==> src/rtl/oup_ulpi_regaccess_seq_if.sv <==
// Register-access bus for the ULPI sequencer: requester side, syncmode-block
// execute side and status. Signal names carry the sequencer's point of view.
interface oup_ulpi_regaccess_seq_if;
  logic       req_valid_i;
  logic       req_ready_o;
  logic       req_write_i;
  logic [5:0] req_addr_i;
  logic [7:0] req_data_i;
  logic       rsp_valid_o;
  logic [7:0] rsp_data_o;
  logic [1:0] rsp_error_o;
  logic [7:0] instruction_o;
  logic       exec_o;
  logic       exec_done_i;
  logic       exec_aborted_i;
  logic [7:0] phyreg_data_o;
  logic [7:0] phyreg_addr_o;
  logic [7:0] phyreg_data_i;
  logic       busy_o;

  // Sequencer view.
  modport slave (
    input  req_valid_i, req_write_i, req_addr_i, req_data_i,
    input  exec_done_i, exec_aborted_i, phyreg_data_i,
    output req_ready_o, rsp_valid_o, rsp_data_o, rsp_error_o,
    output instruction_o, exec_o, phyreg_data_o, phyreg_addr_o, busy_o
  );

  // Environment view: requester plus syncmode block.
  modport master (
    output req_valid_i, req_write_i, req_addr_i, req_data_i,
    output exec_done_i, exec_aborted_i, phyreg_data_i,
    input  req_ready_o, rsp_valid_o, rsp_data_o, rsp_error_o,
    input  instruction_o, exec_o, phyreg_data_o, phyreg_addr_o, busy_o
  );
endinterface

==> src/rtl/oup_ulpi_regaccess_seq.sv <==
// ULPI immediate register access sequencer: accepts one RegRead/RegWrite
// request, issues the TX CMD to the syncmode block, retries on abort, bounds
// the wait with a timeout and returns a single-cycle response.
module oup_ulpi_regaccess_seq #(
  parameter int unsigned MAX_RETRY   = 3,
  parameter int unsigned TIMEOUT_CYC = 1023
) (
  input logic                     ulpi_clk_i,
  input logic                     rst_ni,
  oup_ulpi_regaccess_seq_if.slave bus
);

  localparam logic [5:0]  IllegalAddr = 6'h2F;  // extended-address escape
  localparam logic [15:0] TimeoutLim  = 16'(TIMEOUT_CYC);
  localparam logic [3:0]  RetryMax    = 4'(MAX_RETRY);

  localparam logic [1:0] ErrOk      = 2'b00;
  localparam logic [1:0] ErrRetry   = 2'b01;
  localparam logic [1:0] ErrTimeout = 2'b10;
  localparam logic [1:0] ErrIllegal = 2'b11;

  typedef enum logic [1:0] {StIdle, StIssue, StWait, StResp} state_e;

  state_e      state_q, state_d;
  logic        write_q;
  logic [5:0]  addr_q;
  logic [7:0]  data_q;
  logic [7:0]  instr_q;
  logic [3:0]  retry_q, retry_d;
  logic [15:0] cnt_q, cnt_d;
  logic [7:0]  rsp_data_q, rsp_data_d;
  logic [1:0]  rsp_err_q, rsp_err_d;
  logic        accept;
  logic [15:0] cnt_inc;

  assign accept  = (state_q == StIdle) && bus.req_valid_i;
  assign cnt_inc = cnt_q + 16'd1;

  // Next-state logic; done beats abort, and both beat the timeout.
  always_comb begin
    state_d    = state_q;
    retry_d    = retry_q;
    cnt_d      = cnt_q;
    rsp_data_d = rsp_data_q;
    rsp_err_d  = rsp_err_q;
    unique case (state_q)
      StIdle: begin
        if (bus.req_valid_i) begin
          retry_d = 4'd0;
          if (bus.req_addr_i == IllegalAddr) begin
            state_d    = StResp;
            rsp_err_d  = ErrIllegal;
            rsp_data_d = 8'h00;
          end else begin
            state_d = StIssue;
          end
        end
      end
      StIssue: begin
        cnt_d   = 16'd0;
        state_d = StWait;
      end
      StWait: begin
        cnt_d = cnt_inc;
        if (bus.exec_done_i) begin
          state_d    = StResp;
          rsp_err_d  = ErrOk;
          rsp_data_d = write_q ? data_q : bus.phyreg_data_i;
        end else if (bus.exec_aborted_i) begin
          if (retry_q < RetryMax) begin
            retry_d = retry_q + 4'd1;
            state_d = StIssue;
          end else begin
            state_d    = StResp;
            rsp_err_d  = ErrRetry;
            rsp_data_d = 8'h00;
          end
        end else if (cnt_inc == TimeoutLim) begin
          state_d    = StResp;
          rsp_err_d  = ErrTimeout;
          rsp_data_d = 8'h00;
        end
      end
      StResp: state_d = StIdle;
      default: state_d = StIdle;
    endcase
  end

  // State, counters and response registers.
  always_ff @(posedge ulpi_clk_i or negedge rst_ni) begin
    if (!rst_ni) begin
      state_q    <= StIdle;
      retry_q    <= 4'd0;
      cnt_q      <= 16'd0;
      rsp_data_q <= 8'h00;
      rsp_err_q  <= 2'b00;
    end else begin
      state_q    <= state_d;
      retry_q    <= retry_d;
      cnt_q      <= cnt_d;
      rsp_data_q <= rsp_data_d;
      rsp_err_q  <= rsp_err_d;
    end
  end

  // Request capture on handshake; the command stays frozen until the next one.
  always_ff @(posedge ulpi_clk_i or negedge rst_ni) begin
    if (!rst_ni) begin
      write_q <= 1'b0;
      addr_q  <= 6'd0;
      data_q  <= 8'h00;
      instr_q <= 8'h00;
    end else if (accept) begin
      write_q <= bus.req_write_i;
      addr_q  <= bus.req_addr_i;
      data_q  <= bus.req_data_i;
      instr_q <= {1'b1, ~bus.req_write_i, bus.req_addr_i};
    end
  end

  assign bus.req_ready_o   = (state_q == StIdle);
  assign bus.busy_o        = (state_q != StIdle);
  assign bus.exec_o        = (state_q == StIssue);
  assign bus.rsp_valid_o   = (state_q == StResp);
  assign bus.rsp_data_o    = rsp_data_q;
  assign bus.rsp_error_o   = rsp_err_q;
  assign bus.instruction_o = instr_q;
  assign bus.phyreg_addr_o = {2'b00, addr_q};
  assign bus.phyreg_data_o = data_q;

endmodule
==> src/flat_wrapper.sv <==
// flat-port wrapper written by rule: the top's interface ports become plain ports
module oup_ulpi_regaccess_seq_flat 
#(
  parameter int unsigned MAX_RETRY   = 3,
  parameter int unsigned TIMEOUT_CYC = 1023
)
  (ulpi_clk_i, rst_ni, bus_req_valid_i, bus_req_write_i, bus_req_addr_i, bus_req_data_i, bus_exec_done_i, bus_exec_aborted_i, bus_phyreg_data_i, bus_req_ready_o, bus_rsp_valid_o, bus_rsp_data_o, bus_rsp_error_o, bus_instruction_o, bus_exec_o, bus_phyreg_data_o, bus_phyreg_addr_o, bus_busy_o);
  oup_ulpi_regaccess_seq_if bus_i ();
  input logic ulpi_clk_i;
  input logic rst_ni;
  input wire logic [$bits(bus_i.req_valid_i)-1:0] bus_req_valid_i;
  input wire logic [$bits(bus_i.req_write_i)-1:0] bus_req_write_i;
  input wire logic [$bits(bus_i.req_addr_i)-1:0] bus_req_addr_i;
  input wire logic [$bits(bus_i.req_data_i)-1:0] bus_req_data_i;
  input wire logic [$bits(bus_i.exec_done_i)-1:0] bus_exec_done_i;
  input wire logic [$bits(bus_i.exec_aborted_i)-1:0] bus_exec_aborted_i;
  input wire logic [$bits(bus_i.phyreg_data_i)-1:0] bus_phyreg_data_i;
  output wire logic [$bits(bus_i.req_ready_o)-1:0] bus_req_ready_o;
  output wire logic [$bits(bus_i.rsp_valid_o)-1:0] bus_rsp_valid_o;
  output wire logic [$bits(bus_i.rsp_data_o)-1:0] bus_rsp_data_o;
  output wire logic [$bits(bus_i.rsp_error_o)-1:0] bus_rsp_error_o;
  output wire logic [$bits(bus_i.instruction_o)-1:0] bus_instruction_o;
  output wire logic [$bits(bus_i.exec_o)-1:0] bus_exec_o;
  output wire logic [$bits(bus_i.phyreg_data_o)-1:0] bus_phyreg_data_o;
  output wire logic [$bits(bus_i.phyreg_addr_o)-1:0] bus_phyreg_addr_o;
  output wire logic [$bits(bus_i.busy_o)-1:0] bus_busy_o;
  assign bus_i.req_valid_i = bus_req_valid_i;
  assign bus_i.req_write_i = bus_req_write_i;
  assign bus_i.req_addr_i = bus_req_addr_i;
  assign bus_i.req_data_i = bus_req_data_i;
  assign bus_i.exec_done_i = bus_exec_done_i;
  assign bus_i.exec_aborted_i = bus_exec_aborted_i;
  assign bus_i.phyreg_data_i = bus_phyreg_data_i;
  assign bus_req_ready_o = bus_i.req_ready_o;
  assign bus_rsp_valid_o = bus_i.rsp_valid_o;
  assign bus_rsp_data_o = bus_i.rsp_data_o;
  assign bus_rsp_error_o = bus_i.rsp_error_o;
  assign bus_instruction_o = bus_i.instruction_o;
  assign bus_exec_o = bus_i.exec_o;
  assign bus_phyreg_data_o = bus_i.phyreg_data_o;
  assign bus_phyreg_addr_o = bus_i.phyreg_addr_o;
  assign bus_busy_o = bus_i.busy_o;
  oup_ulpi_regaccess_seq #(.MAX_RETRY(MAX_RETRY), .TIMEOUT_CYC(TIMEOUT_CYC)) u_core (.ulpi_clk_i(ulpi_clk_i), .rst_ni(rst_ni), .bus(bus_i));
endmodule
==> config.mk <==
export PLATFORM = sky130hd
export DESIGN_NAME = oup_ulpi_regaccess_seq_flat
export DESIGN_NICKNAME = d
export VERILOG_FILES = /design/src/rtl/oup_ulpi_regaccess_seq_if.sv /design/src/rtl/oup_ulpi_regaccess_seq.sv /design/src/flat_wrapper.sv
export SDC_FILE = /design/constraint.sdc
export NUM_CORES = 1
export LEC_CHECK = 0
export ABC_AREA = 1
export CORE_MARGIN = 8
export CORE_UTILIZATION = 55
export CTS_BUF_LIST = sky130_fd_sc_hd__clkbuf_8
export DETAILED_ROUTE_END_ITERATION = 12
export MAX_ROUTING_LAYER = met4
export PLACE_DENSITY = 0.95
export SLEW_MARGIN = 20
export SYNTH_ARGS = -nofsm -noshare
export SYNTH_HDL_FRONTEND = slang
export SYNTH_SLANG_ARGS = --single-unit
==> constraint.sdc <==
create_clock -name ulpi_clk_i -period 3.4 [get_ports ulpi_clk_i]
set_input_delay 0.51 -clock ulpi_clk_i [delete_from_list [all_inputs] [get_ports ulpi_clk_i]]
set_output_delay 0.51 -clock ulpi_clk_i [all_outputs]
set_load 0.03 [all_outputs]
==> run metrics, run 1 <==
post-cts resize count 0; hold_buf cts 0; skew final about 0.0080 ns; Total Wirelength 6.90 mm; sequential share of the synthesized area 46.6%; Post-CTS Repair Setup Buffers 0; H-tree lvl count 2; TritonCTS Buffers 5; CP Class flip-flop to output port; ANT cells 0; Non-Filler Instances 461; Startpoint Class flip-flop; leakage roughly 1.5 nW; Worst Path Required 2.89 ns; CTS tree yes; Finished Core Util between 70% and 80%; max-slew violations 0; nature of the critical path endpoint output port; Cells after Synth 352; final hold viol count 0; total core area 4660 sq um; Clock Sinks 49; routed len/inst 15.0 microns; die extent in y 85.1 microns; largest net degree at the start of global routing 50; commonest non-fill, non-tap cell in the layout nand2_1; IO Count 66; total power 2.74 mW; placer congestion estimate 0.919; Root Buffer clkbuf_8; nets@finish 441; Area growth syn-to-layout 26.4%; port buffer count 63; Worst-path clk slew 0.10 ns; via/cell ratio 5.49; most frequent cells in the layout nand2_1, clkdlybuf4s50_1, dfrtp_1; clock tree buffer depth 2; crit path max fanout 6; power per cell area 823 nW/um^2; Final HPWL DP 5.14 mm; Peak supply drop 0.748 mV; Setup TNS Final 0 ns; Post-DRT Antenna Nets 0; final setup vio count 0; syn avg cell area roughly 7.5 sq um; Pre-antenna DRT Iters 7; placed cell count 453; Worst Tran Pin Value 0.722 ns; Initial DRC Count 261; Yosys reg bits about 50; vias in the first global route 2471; GRT overflow 0; final period utilization 70.0%; initial antenna violation count 0; Min Clock Period, post-route roughly 2.4 ns; RSZ-0062 raised after global routing false; normalized max-slew margin 51.7%; Yosys cell types 26; Critical Path AT 1.87 ns; initial core utilization 56.4%; site row count 25; via count 2532; status completed; Max-cap violations 0; Worst Hold Class input pin to async pin; layout cell share with drive strength beyond 1 under 10%; Syn. warnings 0; DRC 0; DIE AREA 7250 sq um; Max Fclk 0.420 GHz; Die W about 85 microns; cell area after synthesis 2630 sq um; insertion delay to the later sink of the worst-skew pair 0.31 ns; Total GRT Usage around 20%; first-pass GRT wire length approximately 12 mm
-- through the flow --
| stage | setup slack (ns) | hold slack, ns | instance area (sq um) |
|---|---|---|---|
| 6_report | 1.02 | 0.200 | 3320 |
| 3_5_place_dp | 0.945 | 0.458 | 3230 |
| 5_1_grt | 0.743 | 0.247 | 3320 |
| 4_1_cts | 1.02 | 0.423 | 3320 |
| 3_3_place_gp | 1.10 | 0.456 | 3230 |
| 2_1_floorplan | 1.58 | 0.214 | 2630 |
-- layout make-up --
cell class	instances	area (sq um)
multi-input cells	251	1170
fillers	347	1340
clock buffers	5	68.8
flip-flops and latches	49	1230
inverters	36	135
well taps	54	67.6
clock inverters	3	26.3
repair buffers	63	628
-- cell usage after synthesis, drive strengths merged --
library cell  number  area share (%)
nor4               1            0.24
nand4             17             4.0
nand3             20             4.2
o21a               1            0.29
a21oi              9             1.7
o21ai             17             3.2
nor2              27             3.9
nand2            133              19
or2                1            0.24
xor2               1            0.33
o21bai             1            0.29
dfrtp             49              47
a31oi              1            0.24
o22ai              7             1.7
inv               35             5.0
nor3               4            0.95
o31ai              2            0.57
ha                 7             3.3
clkbuf             6            0.86
conb               1            0.14
clkinv             1            0.14
buf               11             3.0
-- final timing paths --
path                            slack [ns]                     start  cells after the start                  endpoint
max in group asynchronous             2.80                    rst_ni                      1  u_core.bus.rsp_data_o[6]
worst min-delay path                  0.20                    rst_ni                      1          u_core.cnt_q[14]
worst max register to register        1.02           u_core.cnt_q[0]                     14  u_core.bus.rsp_data_o[5]
min in group ulpi_clk_i               0.49  u_core.bus.rsp_data_o[6]                      2  u_core.bus.rsp_data_o[6]
worst min register to register        0.49  u_core.bus.rsp_data_o[6]                      2  u_core.bus.rsp_data_o[6]
worst max-delay path                  1.02         u_core.state_q[0]                      4                bus_busy_o
-- critical path: stages (launching register included) --
cell	delay (ns)
dfrtp_1	0.41
inv_1	0.08
ha_1	0.28
inv_1	0.11
clkdlybuf4s50_1	0.67
-- per-layer routing --
metal | global-route usage, % | wire length [microns] | part of all wire [%]
met5 | - | 0 | 0
met3 | 4.54 | 339 | 4.9
met4 | 5.66 | 67 | 0.97
met1 | 25.0 | 2950 | 43
met2 | 33.1 | 3550 | 51
-- where the power goes --
group	leakage (nW)	internal (mW)	switching (mW)
clock network	0.0423	0.150	0.215
logic	0.864	0.514	0.958
registers	0.642	0.750	0.149
total	1.55	1.41	1.32
-- registers in the layout (all words and copies together), names as in the netlist --
register / cells
u_core.cnt_q: 16
u_core.write_q: 1
u_core.state_q: 2
u_core.bus.instruction_o: 8
u_core.retry_q: 4
u_core.bus.rsp_error_o: 2
u_core.bus.rsp_data_o: 8
u_core.bus.phyreg_data_o: 8
-- cells by family after synthesis --
family          synth area share, %
compound gates                 8.00
buf+inv                        8.95
flops                          46.6
simple gates                   32.6
xor+xnor                      0.333
other cells                   0.143
fa+ha+maj                      3.33
No activity file was read; power rests on OpenSTA's default activity.
==> inputs of run 2 (changes only) <==
CORE_UTILIZATION = 51   (was 55)
PLACE_DENSITY = 0.91   (was 0.95)
clock period = 2.2 ns   (was 3.4 ns; I/O delays follow)
==> run metrics, run 2 (synthesized netlist as in run 1, its figures left out) <==
H-tree lvl count 2 (unchanged); port buffer count 63 (unchanged); Worst Hold Class input pin to async pin (unchanged); hold_buf cts 0 (unchanged); power per cell area 1300 nW/um^2 (was 823 nW/um^2); placer congestion estimate 0.911 (was 0.919); crit path max fanout 4 (was 6); total power 4.53 mW (was 2.74 mW); Worst-path clk slew 0.09 ns (was 0.10 ns); DRC 0 (unchanged); Final HPWL DP 5.26 mm (was 5.14 mm); via/cell ratio 5.31 (was 5.49); total core area 5040 sq um (was 4660 sq um); Worst Path Required 1.87 ns (was 2.89 ns); most frequent cells in the layout nand2_1, clkdlybuf4s50_1, dfrtp_1 (unchanged); nature of the critical path endpoint output port (unchanged); Finished Core Util 69.0% (was 71.3%); CTS tree yes (unchanged); die extent in y 87.8 microns (was 85.1 microns); Min Clock Period, post-route ~2 ns; Clock Sinks 49 (unchanged); Critical Path AT 1.71 ns (was 1.87 ns); layout cell share with drive strength beyond 1 6.73% (was 3.44%); first-pass GRT wire length 11.5 mm (was 11.7 mm); normalized max-slew margin 62.9% (was 51.7%); Peak supply drop 0.947 mV (was 0.748 mV); Total Wirelength 7.13 mm (was 6.90 mm); DIE AREA 7710 sq um (was 7250 sq um); IO Count 66 (unchanged); Setup TNS Final 0 ns (unchanged); leakage 1.62 nW (was 1.55 nW); Initial DRC Count 216 (was 261); Pre-antenna DRT Iters 6 (was 7); final setup vio count 0 (unchanged); final period utilization 92.6%; Die W 87.8 microns (was 85.1 microns); via count 2583 (was 2532); skew final 0.00904 ns (was 0.00804 ns); RSZ-0062 raised after global routing false (unchanged); CP Class flip-flop to output port (unchanged); largest net degree at the start of global routing 26 (was 50); site row count 26 (was 25); initial core utilization 52.1% (was 56.4%); Non-Filler Instances 486 (was 461); routed len/inst 14.7 microns (was 15.0 microns); number of flip-flops in the largest register 16 (unchanged); final hold viol count 0 (unchanged); max-slew violations 0 (unchanged); slowest stage delay, CP 0.70 ns (was 0.67 ns); largest register by flop count u_core.cnt_q (unchanged); initial antenna violation count 0 (unchanged); vias in the first global route 2563 (was 2471); TritonCTS Buffers 5 (unchanged); Post-DRT Antenna Nets 0 (unchanged); crit path cell chain inv_1 > ha_1 > clkdlybuf4s50_1 (was inv_1 > ha_1 > inv_1 > clkdlybuf4s50_1); Layout fillers 388 (was 347); cell at the slowest stage of the critical path clkdlybuf4s50_1 (unchanged); nets@finish 450 (was 441); Max Fclk ~0.49 GHz; placed cell count 478 (was 453); Total GRT Usage 19.5% (was 20.4%); GRT overflow 0 (unchanged); Max-cap violations 0 (unchanged); ANT cells 0 (unchanged); worst reg2reg path depth 14 (unchanged); commonest non-fill, non-tap cell in the layout nand2_1 (unchanged); Area growth syn-to-layout 32.3% (was 26.4%); Root Buffer clkbuf_8 (unchanged); Startpoint Class flip-flop (unchanged); Worst Tran Pin Value 0.557 ns (was 0.722 ns); status completed (unchanged); clock tree buffer depth 2 (unchanged); insertion delay to the later sink of the worst-skew pair 0.31 ns (about the same)
-- run 2: stage by stage --
stage               worst slack (ns)  area (sq um)  hold WS (ns)
floorplan                      0.376          2630        0.0344
global route                  0.0119          3480        0.0380
detailed placement            0.0629          3310         0.345
global placement               0.135          3310         0.339
CTS                           0.0321          3450        0.0130
finish                         0.163          3480       0.00394
-- run 2: per-layer routing --
| metal | track usage (%) | share of wire [%] |
|---|---|---|
| met2 | 29.8 | 47 |
| met4 | 8.28 | 3.2 |
| met5 | - | 0 |
| met3 | 5.91 | 8.3 |
| met1 | 23.2 | 41 |
-- run 2: final cells by class --
class,count,area (sq um),area share [%]
multi-input combinational,251,1200,34.5
clock inverter,3,65.1,1.87
inverter,36,135,3.89
tap,70,87.6,2.52
sequential,49,1230,35.3
timing repair buffer,72,694,20.0
clock buffer,5,68.8,1.98
-- run 2: repair_timing --
action,4_1_cts,5_1_grt
hold endpoints to repair,0,0
gates resized for setup,1,9
setup buffers,0,0
setup endpoints to repair,1,13
-- run 2: critical path: cells and delay by family, from the launching register on --
kind       cells  cell delay [ns]
fa+ha+maj      1             0.19
flops          1             0.42
buf+inv        2             0.79
-- run 2: power by group --
part / internal, mW / switching [mW] / total, mW
logic: 0.867 / 1.51 / 2.37
registers: 1.16 / 0.234 / 1.39
clock network: 0.452 / 0.312 / 0.764
total: 2.48 / 2.05 / 4.53
-- run 2: final timing paths --
| path | start | end | slack, ns |
|---|---|---|---|
| max | u_core.state_q[1] | bus_exec_o | 0.16 |
| max in group asynchronous | rst_ni | u_core.cnt_q[1] | 1.58 |
| min in group ulpi_clk_i | u_core.bus.instruction_o[7] | u_core.bus.instruction_o[7] | 0.47 |
| max reg2reg | u_core.cnt_q[1] | u_core.bus.rsp_data_o[4] | 0.20 |
| min | rst_ni | u_core.bus.instruction_o[2] | 0.004 |
| min reg2reg | u_core.bus.instruction_o[7] | u_core.bus.instruction_o[7] | 0.47 |
